`config.mk`:
```
export PLATFORM = sky130hd
export DESIGN_NAME = seq_alu_flat
export DESIGN_NICKNAME = d
export VERILOG_FILES = /design/src/rtl/seq_alu_pkg.sv /design/src/rtl/seq_alu_if.sv /design/src/rtl/seq_alu_mul.sv /design/src/rtl/seq_alu.sv /design/src/flat_wrapper.sv
export SDC_FILE = /design/constraint.sdc
export NUM_CORES = 1
export LEC_CHECK = 0
export ABC_CLOCK_PERIOD_IN_PS = 2900
export BUFFER_PORTS_ARGS = -buffer_cell sky130_fd_sc_hd__buf_4
export CAP_MARGIN = 30
export CORE_ASPECT_RATIO = 0.7
export CORE_MARGIN = 3
export CORE_UTILIZATION = 40
export DETAILED_ROUTE_END_ITERATION = 12
export SYNTH_ARGS = -nofsm -noshare
export SYNTH_HDL_FRONTEND = slang
export SYNTH_SLANG_ARGS = --single-unit
```
`constraint.sdc`:
```
create_clock -name clk -period 2.9 [get_ports clk]
set_input_delay 0.58 -clock clk [delete_from_list [all_inputs] [get_ports clk]]
set_output_delay 0.58 -clock clk [all_outputs]
set_load 0.01 [all_outputs]
```
`src/rtl/seq_alu_pkg.sv`:
```
// Shared types for the sequential ALU: opcodes, FSM states and flag bit positions.
package seq_alu_pkg;

  typedef enum logic [3:0] {
    OP_ADD = 4'd0,
    OP_SUB = 4'd1,
    OP_AND = 4'd2,
    OP_OR  = 4'd3,
    OP_XOR = 4'd4,
    OP_NOT = 4'd5,
    OP_SHL = 4'd6,
    OP_SHR = 4'd7,
    OP_ASR = 4'd8,
    OP_ROL = 4'd9,
    OP_ROR = 4'd10,
    OP_CMP = 4'd11,
    OP_MUL = 4'd12
  } op_e;

  typedef enum logic [1:0] {
    ST_IDLE = 2'd0,
    ST_MUL  = 2'd1,
    ST_DONE = 2'd2
  } st_e;

  localparam int FLAG_Z   = 0;
  localparam int FLAG_N   = 1;
  localparam int FLAG_C   = 2;
  localparam int FLAG_V   = 3;
  localparam int FLAG_ERR = 4;

  function automatic logic [4:0] pack_flags(input logic err, input logic v, input logic c,
                                            input logic n, input logic z);
    logic [4:0] f;
    f           = '0;
    f[FLAG_ERR] = err;
    f[FLAG_V]   = v;
    f[FLAG_C]   = c;
    f[FLAG_N]   = n;
    f[FLAG_Z]   = z;
    return f;
  endfunction

endpackage

```
`src/rtl/seq_alu_if.sv`:
```
// Operation/result bus of the sequential ALU.
// Handshake: a transfer happens on a rising edge where valid and ready are both 1;
// the producer holds valid and its payload stable until that edge.
interface seq_alu_if #(parameter int WIDTH = 8);
  logic             in_valid;
  logic             in_ready;
  logic [WIDTH-1:0] a;
  logic [WIDTH-1:0] b;
  logic [3:0]       op;
  logic             out_valid;
  logic             out_ready;
  logic [WIDTH-1:0] result;
  logic [4:0]       flags;

  modport master (
    output in_valid, a, b, op, out_ready,
    input  in_ready, out_valid, result, flags
  );

  modport slave (
    input  in_valid, a, b, op, out_ready,
    output in_ready, out_valid, result, flags
  );
endinterface

```
`src/rtl/seq_alu_mul.sv`:
```
// Unsigned shift-add multiplier: WIDTH iterations, one per clock after i_start.
// o_done flags the final iteration; o_product is the value that iteration produces.
module seq_alu_mul #(
  parameter int WIDTH = 8
) (
  input  logic               clk,
  input  logic               rst,
  input  logic               i_start,
  input  logic [WIDTH-1:0]   i_a,
  input  logic [WIDTH-1:0]   i_b,
  output logic               o_done,
  output logic [2*WIDTH-1:0] o_product
);
  localparam int CW = $clog2(WIDTH);

  logic               r_busy;
  logic [CW-1:0]      r_cnt;
  logic [WIDTH-1:0]   r_mcand;
  logic [2*WIDTH-1:0] r_acc;

  logic [WIDTH:0]     w_sum;
  logic [2*WIDTH-1:0] w_acc_next;

  // Upper half accumulates, lower half holds the not-yet-consumed multiplier bits.
  assign w_sum      = {1'b0, r_acc[2*WIDTH-1:WIDTH]} + (r_acc[0] ? {1'b0, r_mcand} : '0);
  assign w_acc_next = {w_sum, r_acc[WIDTH-1:1]};
  assign o_product  = w_acc_next;
  assign o_done     = r_busy && (r_cnt == CW'(WIDTH - 1));

  always_ff @(posedge clk) begin
    if (rst) begin
      r_busy  <= 1'b0;
      r_cnt   <= '0;
      r_mcand <= '0;
      r_acc   <= '0;
    end else if (i_start) begin
      r_busy  <= 1'b1;
      r_cnt   <= '0;
      r_mcand <= i_a;
      r_acc   <= {{WIDTH{1'b0}}, i_b};
    end else if (r_busy) begin
      r_acc <= w_acc_next;
      r_cnt <= r_cnt + CW'(1);
      if (o_done) r_busy <= 1'b0;
    end
  end
endmodule

```
`src/rtl/seq_alu.sv`:
```
// Sequential ALU: single-cycle ops plus an iterative multiply, one registered result slot.
module seq_alu
  import seq_alu_pkg::*;
#(
  parameter int WIDTH = 8
) (
  input  logic        clk,
  input  logic        rst,
  seq_alu_if.slave    bus,
  output st_e         o_dbg_state
);
  st_e              r_state;
  logic             r_out_valid;
  logic [WIDTH-1:0] r_result;
  logic [4:0]       r_flags;

  op_e                w_op;
  logic               w_in_ready;
  logic               w_accept;
  logic               w_is_mul;
  logic               w_mul_done;
  logic [2*WIDTH-1:0] w_product;
  logic [4:0]         w_mul_flags;

  logic [WIDTH:0]   w_sum;
  logic [WIDTH:0]   w_diff;
  logic             w_add_ovf;
  logic             w_sub_ovf;
  logic [WIDTH-1:0] w_res;
  logic [WIDTH-1:0] w_zn;
  logic             w_c;
  logic             w_v;
  logic             w_err;
  logic             w_zn_diff;
  logic [4:0]       w_alu_flags;

  assign w_op       = op_e'(bus.op);
  assign w_in_ready = (r_state == ST_IDLE) || ((r_state == ST_DONE) && bus.out_ready);
  assign w_accept   = bus.in_valid && w_in_ready;
  assign w_is_mul   = (w_op == OP_MUL);

  seq_alu_mul #(.WIDTH(WIDTH)) u_mul (
    .clk       (clk),
    .rst       (rst),
    .i_start   (w_accept && w_is_mul),
    .i_a       (bus.a),
    .i_b       (bus.b),
    .o_done    (w_mul_done),
    .o_product (w_product)
  );

  assign w_mul_flags = pack_flags(1'b0, |w_product[2*WIDTH-1:WIDTH], |w_product[2*WIDTH-1:WIDTH],
                                  w_product[WIDTH-1], ~|w_product[WIDTH-1:0]);

  // Borrow of A-B is the top bit of the zero-extended difference.
  assign w_sum     = {1'b0, bus.a} + {1'b0, bus.b};
  assign w_diff    = {1'b0, bus.a} - {1'b0, bus.b};
  assign w_add_ovf = (bus.a[WIDTH-1] == bus.b[WIDTH-1]) && (w_sum[WIDTH-1] != bus.a[WIDTH-1]);
  assign w_sub_ovf = (bus.a[WIDTH-1] != bus.b[WIDTH-1]) && (w_diff[WIDTH-1] != bus.a[WIDTH-1]);

  always_comb begin
    w_res     = '0;
    w_c       = 1'b0;
    w_v       = 1'b0;
    w_err     = 1'b0;
    w_zn_diff = 1'b0;
    case (w_op)
      OP_ADD: begin w_res = w_sum[WIDTH-1:0];  w_c = w_sum[WIDTH];  w_v = w_add_ovf; end
      OP_SUB: begin w_res = w_diff[WIDTH-1:0]; w_c = w_diff[WIDTH]; w_v = w_sub_ovf; end
      OP_AND: w_res = bus.a & bus.b;
      OP_OR:  w_res = bus.a | bus.b;
      OP_XOR: w_res = bus.a ^ bus.b;
      OP_NOT: w_res = ~bus.a;
      OP_SHL: begin w_res = {bus.a[WIDTH-2:0], 1'b0};            w_c = bus.a[WIDTH-1]; end
      OP_SHR: begin w_res = {1'b0, bus.a[WIDTH-1:1]};            w_c = bus.a[0]; end
      OP_ASR: begin w_res = {bus.a[WIDTH-1], bus.a[WIDTH-1:1]};  w_c = bus.a[0]; end
      OP_ROL: begin w_res = {bus.a[WIDTH-2:0], bus.a[WIDTH-1]};  w_c = bus.a[WIDTH-1]; end
      OP_ROR: begin w_res = {bus.a[0], bus.a[WIDTH-1:1]};        w_c = bus.a[0]; end
      OP_CMP: begin
        w_res     = bus.a;
        w_c       = w_diff[WIDTH];
        w_v       = w_sub_ovf;
        w_zn_diff = 1'b1;
      end
      OP_MUL: begin end
      default: w_err = 1'b1;
    endcase
  end

  assign w_zn        = w_zn_diff ? w_diff[WIDTH-1:0] : w_res;
  assign w_alu_flags = pack_flags(w_err, w_v, w_c, w_zn[WIDTH-1], ~|w_zn);

  // An accept in DONE retires the held result and loads the next op at the same edge.
  always_ff @(posedge clk) begin
    if (rst) begin
      r_state     <= ST_IDLE;
      r_out_valid <= 1'b0;
      r_result    <= '0;
      r_flags     <= '0;
    end else begin
      case (r_state)
        ST_IDLE, ST_DONE: begin
          if (w_accept) begin
            if (w_is_mul) begin
              r_state     <= ST_MUL;
              r_out_valid <= 1'b0;
            end else begin
              r_state     <= ST_DONE;
              r_out_valid <= 1'b1;
              r_result    <= w_res;
              r_flags     <= w_alu_flags;
            end
          end else if ((r_state == ST_DONE) && bus.out_ready) begin
            r_state     <= ST_IDLE;
            r_out_valid <= 1'b0;
          end
        end
        ST_MUL: begin
          if (w_mul_done) begin
            r_state     <= ST_DONE;
            r_out_valid <= 1'b1;
            r_result    <= w_product[WIDTH-1:0];
            r_flags     <= w_mul_flags;
          end
        end
        default: begin
          r_state     <= ST_IDLE;
          r_out_valid <= 1'b0;
        end
      endcase
    end
  end

  assign bus.in_ready  = w_in_ready;
  assign bus.out_valid = r_out_valid;
  assign bus.result    = r_result;
  assign bus.flags     = r_flags;
  assign o_dbg_state   = r_state;
endmodule

```
`src/flat_wrapper.sv`:
```
// flat-port wrapper written by rule: the top's interface ports become plain ports
module seq_alu_flat import seq_alu_pkg::*;
#(
  parameter int WIDTH = 8
)
  (clk, rst, o_dbg_state, bus_in_valid, bus_a, bus_b, bus_op, bus_out_ready, bus_in_ready, bus_out_valid, bus_result, bus_flags);
  seq_alu_if #(.WIDTH(WIDTH)) bus_i ();
  input  logic clk;
  input  logic rst;
  output st_e o_dbg_state;
  input wire logic [$bits(bus_i.in_valid)-1:0] bus_in_valid;
  input wire logic [$bits(bus_i.a)-1:0] bus_a;
  input wire logic [$bits(bus_i.b)-1:0] bus_b;
  input wire logic [$bits(bus_i.op)-1:0] bus_op;
  input wire logic [$bits(bus_i.out_ready)-1:0] bus_out_ready;
  output wire logic [$bits(bus_i.in_ready)-1:0] bus_in_ready;
  output wire logic [$bits(bus_i.out_valid)-1:0] bus_out_valid;
  output wire logic [$bits(bus_i.result)-1:0] bus_result;
  output wire logic [$bits(bus_i.flags)-1:0] bus_flags;
  assign bus_i.in_valid = bus_in_valid;
  assign bus_i.a = bus_a;
  assign bus_i.b = bus_b;
  assign bus_i.op = bus_op;
  assign bus_i.out_ready = bus_out_ready;
  assign bus_in_ready = bus_i.in_ready;
  assign bus_out_valid = bus_i.out_valid;
  assign bus_result = bus_i.result;
  assign bus_flags = bus_i.flags;
  seq_alu #(.WIDTH(WIDTH)) u_core (.clk(clk), .rst(rst), .bus(bus_i), .o_dbg_state(o_dbg_state));
endmodule
```
==> results.txt <==
Entering global routing, the biggest net connects 37 pins. By instance count, the leading cell after synthesis is sky130_fd_sc_hd__nor2_1. The sequential share of the synthesized area is 0.2251.

The final number of hold-violating endpoints is 0. In this run, the number of DRC markers left after iteration 0 of detailed routing was approximately 440. The worst hold slack after final layout is 0.4531 ns. Global routing finished with a remaining overflow of 0. The cell with the largest stage delay on the worst path is sky130_fd_sc_hd__fa_1. The post-CTS setup buffer count is 0. After synthesis, the most frequently instantiated cells are sky130_fd_sc_hd__nor2_1 (52), sky130_fd_sc_hd__dfxtp_1 (43), sky130_fd_sc_hd__a21oi_1 (40), sky130_fd_sc_hd__nand2_1 (37), sky130_fd_sc_hd__ha_1 (35).

The final standard cell area without fillers is 4821 µm². The signal arrival time at the worst endpoint came out at just under 3 ns. The area enclosed by the die boundary came out at 10,790 µm². The instance count of the mapped netlist is 493. The quantity of I/O buffers inserted on ports is 40. The overall fraction of global-route tracks in use came out at 0.2361. The placed wire-length estimate after detailed placement came out at 9.903 mm. Compared with the post-synthesis result, the final layout area differs by 26.08%. Data on the critical path is required at its endpoint by roughly 3.1 ns.

The DRC violation count after routing came out at 0. Traced cell by cell, the critical path runs through buf_4 > ha_1 > inv_1 > fa_1 > nand3b_1 > a211oi_1 > nor2_1 > o221ai_1 > a21oi_1 > buf_4 > a211o_1 > a21oi_1. The worst reg2reg path depth came out at 9.

The detail-routed via count per cell is just under 6. The number of pins with negative max-slew slack in the final report was 0. Summing every instance area after synthesis gives 3824 µm². Counting every net in the synthesized netlist gives 555. The number of standard cells in the layout, taps in and fillers out came out at 704. The kind of cell with the highest combined delay along the critical path is compound AO/OA/AOI/OAI gates. The count of warnings emitted by yosys came out at 0. The via count of the first global-routing pass is 3,825.

sky130_fd_sc_hd__dfxtp_1 takes more of the synthesized area than any other cell. IR analysis of the VDD net gives a maximum drop of 226.3 µV. The power density over the cells is ~360 nW/µm². For this run, the top clock speed supported by timing is 366.9 MHz. The placed instance count came out at 697. The max-capacitance violation count came out at 0. The fraction of post-synthesis cell area in the top cell type by area is 0.2251. STA classifies the critical path endpoint as a flop.

In this run the critical register-to-register path is launched from u_core.u_mul.r_acc[0]. The depth of the critical timing path with buffers and inverters included is 12. The wire length of the first global-routing pass is between 20 and 25 mm. The fraction of layout instances using a drive strength above 1 came out at 0.2207. The effective utilization at floorplan is 0.4165. The later pin in the worst-skew pair is clocked with a latency of 0.28 ns. The setup slack of the most critical reg-to-reg path came out at 0.28 ns. The width of the chip is 122.9 µm. Setup repair after global routing left no endpoint under its margin. The final worst clock skew came out at 0.003506 ns. The clock drives 43 sinks. The final design utilization came out at 0.5251. The unique cell type count in the Yosys netlist is 63. In this run the worst setup path begins at bus_b[0]. The flow ran to the end, and the final reports show no timing, DRC or antenna violations. The post-synthesis average cell area is 7.756 µm². Summed over all cells, the static leakage comes to 0.002119 µW.

In this run, CTS created clock tree buffers numbering 5. In this run the critical register-to-register path is captured at u_core.bus.flags[3]. The standard cell core area came out at 9180 µm². The worst relative slew slack came out at 0.6168. The transition time at the pin with the least slew margin came out at ~0.57 ns.

Once placement finished, the instance area stood at about 4700 µm². Following the worst setup path forward leads to its endpoint at u_core.bus.result[6]. The share of async-settable or async-resettable flops after synthesis is 0. The initialized floorplan defines 29 standard-cell rows. The clock-pin transition on the worst setup and hold timing paths is 0.06 ns.

The antenna diode count came out at 0. The count of boundary I/O pins came out at 41. The number of search-and-repair iterations in the first detailed-routing pass is 5.

The most frequently used flop master after synthesis is sky130_fd_sc_hd__dfxtp_1. The routed layout has 4,078 vias. Of the available clock period, the critical path in the final layout requires 0.9397. The count of antenna-violating nets left after detailed routing came out at 0.

In the final design database the tool counted 642 nets. The hold buffer count at cts came out at 0. The number of buffer and inverter stages on the critical path came out at 3.

The chip height came out at around 90 µm. The final routed wirelength across all metal layers is 12.58 mm. The initial antenna violation count is 0. The total power is 1737 µW.

The maximum single-stage delay on the critical path came out at between 0.4 and 0.5 ns. The clock tree buffer depth came out at 2. The maximum net fanout on the critical path came out at 3. Ranked by total cell area, the synthesized netlist is headed by sky130_fd_sc_hd__dfxtp_1 (23%), sky130_fd_sc_hd__ha_1 (11%), sky130_fd_sc_hd__mux2i_1 (5.8%). TritonCTS built the clock tree. The number of enable flip-flop cells after synthesis came out at 0.

The minimum clock period is 2.725 ns. The worst setup path is of the in -> reg kind. The global placement routability congestion came out at 0.9284. The path class of the tightest hold or removal check is reg -> reg. Setup violations remaining at the end of the flow were counted as 0.

Synthesis inferred 43 register bits. The per-cell routed wire length came out at 17.86 µm. The startpoint class of the critical path is an input port.

In this run the clock root is driven by a sky130_fd_sc_hd__clkbuf_16. The depth of the CTS H-tree is 2.
==> timing repair <==
item,in CTS,in global routing
hold endpoints to repair,0,0
resized for setup,0,2
endpoints found under the setup margin,0,5
==> sequential cells by signal, summed over array words and instances, names as in the netlist <==
register,cells
u_core.u_mul.r_acc,16
u_core.bus.result,8
u_core.u_mul.r_mcand,8
u_core.bus.flags,5
u_core.u_mul.r_cnt,3
u_core.o_dbg_state,2
u_core.u_mul.r_busy,1
==> routing by layer <==
layer	track usage	vias up	wire [µm]
met3	0.05810	9	1200
met5	0	-	0
li1	-	1964	-
met4	0.03354	0	111
met2	0.3337	164	4967
met1	0.3650	1941	6296
==> through the flow <==
step                worst slack (ns)  setup TNS, ns
floorplan                     0.1293              0
global placement            -0.09167        -0.2377
detailed placement           -0.1072        -0.3307
CTS                           0.1654              0
global route                 0.01265              0
finish                        0.1748              0
==> tightest hold or removal path, delay by kind of cell (launching register included) <==
family	cells	cell delay, ns
flops	1	0.30
simple gates	1	0.05
compound gates	1	0.05
==> worst min-delay path by stage <==
stage               slack, ns                 endpoint                     from  depth (start not counted)
finish                   0.45  u_core.u_mul.r_mcand[2]  u_core.u_mul.r_mcand[2]                          2
global route             0.46  u_core.u_mul.r_mcand[2]  u_core.u_mul.r_mcand[2]                          2
CTS                      0.45  u_core.u_mul.r_mcand[1]  u_core.u_mul.r_mcand[1]                          2
detailed placement       0.45  u_core.u_mul.r_mcand[1]  u_core.u_mul.r_mcand[1]                          2
global placement         0.44  u_core.u_mul.r_mcand[0]  u_core.u_mul.r_mcand[0]                          2
floorplan                0.43  u_core.u_mul.r_mcand[0]  u_core.u_mul.r_mcand[0]                          2
==> kinds of logic (layout without fill, tap and decap cells) <==
family                     after synthesis  count (layout)  share of synthesized area
AOI/OAI and AO/OA                      129             129                     0.2376
DFF                                     43              43                     0.2251
xor gates and xnor gates                11              11                    0.02520
buffers and inverters                   59             146                    0.06348
adders and majority gates               38              38                     0.1302
and+or+nand+nor                        189             189                     0.2549
muxes                                   24              24                    0.06348
==> power breakdown <==
part           switching (µW)  leakage (µW)  internal, µW  total [µW]
Sequential               16.6      0.000349           611         627
Combinational             293       0.00170           257         550
Clock                     223     0.0000727           336         560
==> area by class of cell <==
class                   instances  area (µm²)
clock buffers                   6       138.9
clock inverters                 1       5.005
fillers                       881        4359
inverters                      30       112.6
multi-input cells             391        2730
flip-flops and latches         43       860.8
well taps                     124       155.1
repair buffers                109       818.3
==> cells in the final DEF (no fill, tap or decap), types with 4 or more instances in the layout <==
| cell | netlist | final |
|---|---|---|
| sky130_fd_sc_hd__or3_1 | 8 | 8 |
| sky130_fd_sc_hd__and2_1 | 8 | 8 |
| sky130_fd_sc_hd__o22ai_1 | 4 | 4 |
| sky130_fd_sc_hd__nand3b_1 | 4 | 4 |
| sky130_fd_sc_hd__inv_1 | 28 | 28 |
| sky130_fd_sc_hd__ha_1 | 35 | 35 |
| sky130_fd_sc_hd__nor3_1 | 16 | 16 |
| sky130_fd_sc_hd__nor4_1 | 8 | 8 |
| sky130_fd_sc_hd__dfxtp_1 | 43 | 43 |
| sky130_fd_sc_hd__nand2_1 | 37 | 37 |
| sky130_fd_sc_hd__nand3_1 | 9 | 9 |
| sky130_fd_sc_hd__clkbuf_16 | 0 | 5 |
| sky130_fd_sc_hd__o21bai_1 | 4 | 4 |
| sky130_fd_sc_hd__o31ai_1 | 6 | 6 |
| sky130_fd_sc_hd__nor2_1 | 52 | 52 |
| sky130_fd_sc_hd__o21ai_0 | 13 | 13 |
| sky130_fd_sc_hd__o221ai_1 | 4 | 4 |
| sky130_fd_sc_hd__a21o_1 | 4 | 4 |
| sky130_fd_sc_hd__nor2b_1 | 8 | 8 |
| sky130_fd_sc_hd__a21oi_1 | 40 | 39 |
| sky130_fd_sc_hd__xnor2_1 | 9 | 9 |
| sky130_fd_sc_hd__a221o_1 | 5 | 5 |
| sky130_fd_sc_hd__buf_4 | 4 | 109 |
| sky130_fd_sc_hd__a211oi_1 | 20 | 20 |
| sky130_fd_sc_hd__nand2b_1 | 19 | 19 |
| sky130_fd_sc_hd__mux2i_1 | 22 | 22 |
(Power assumes the default switching activity.)
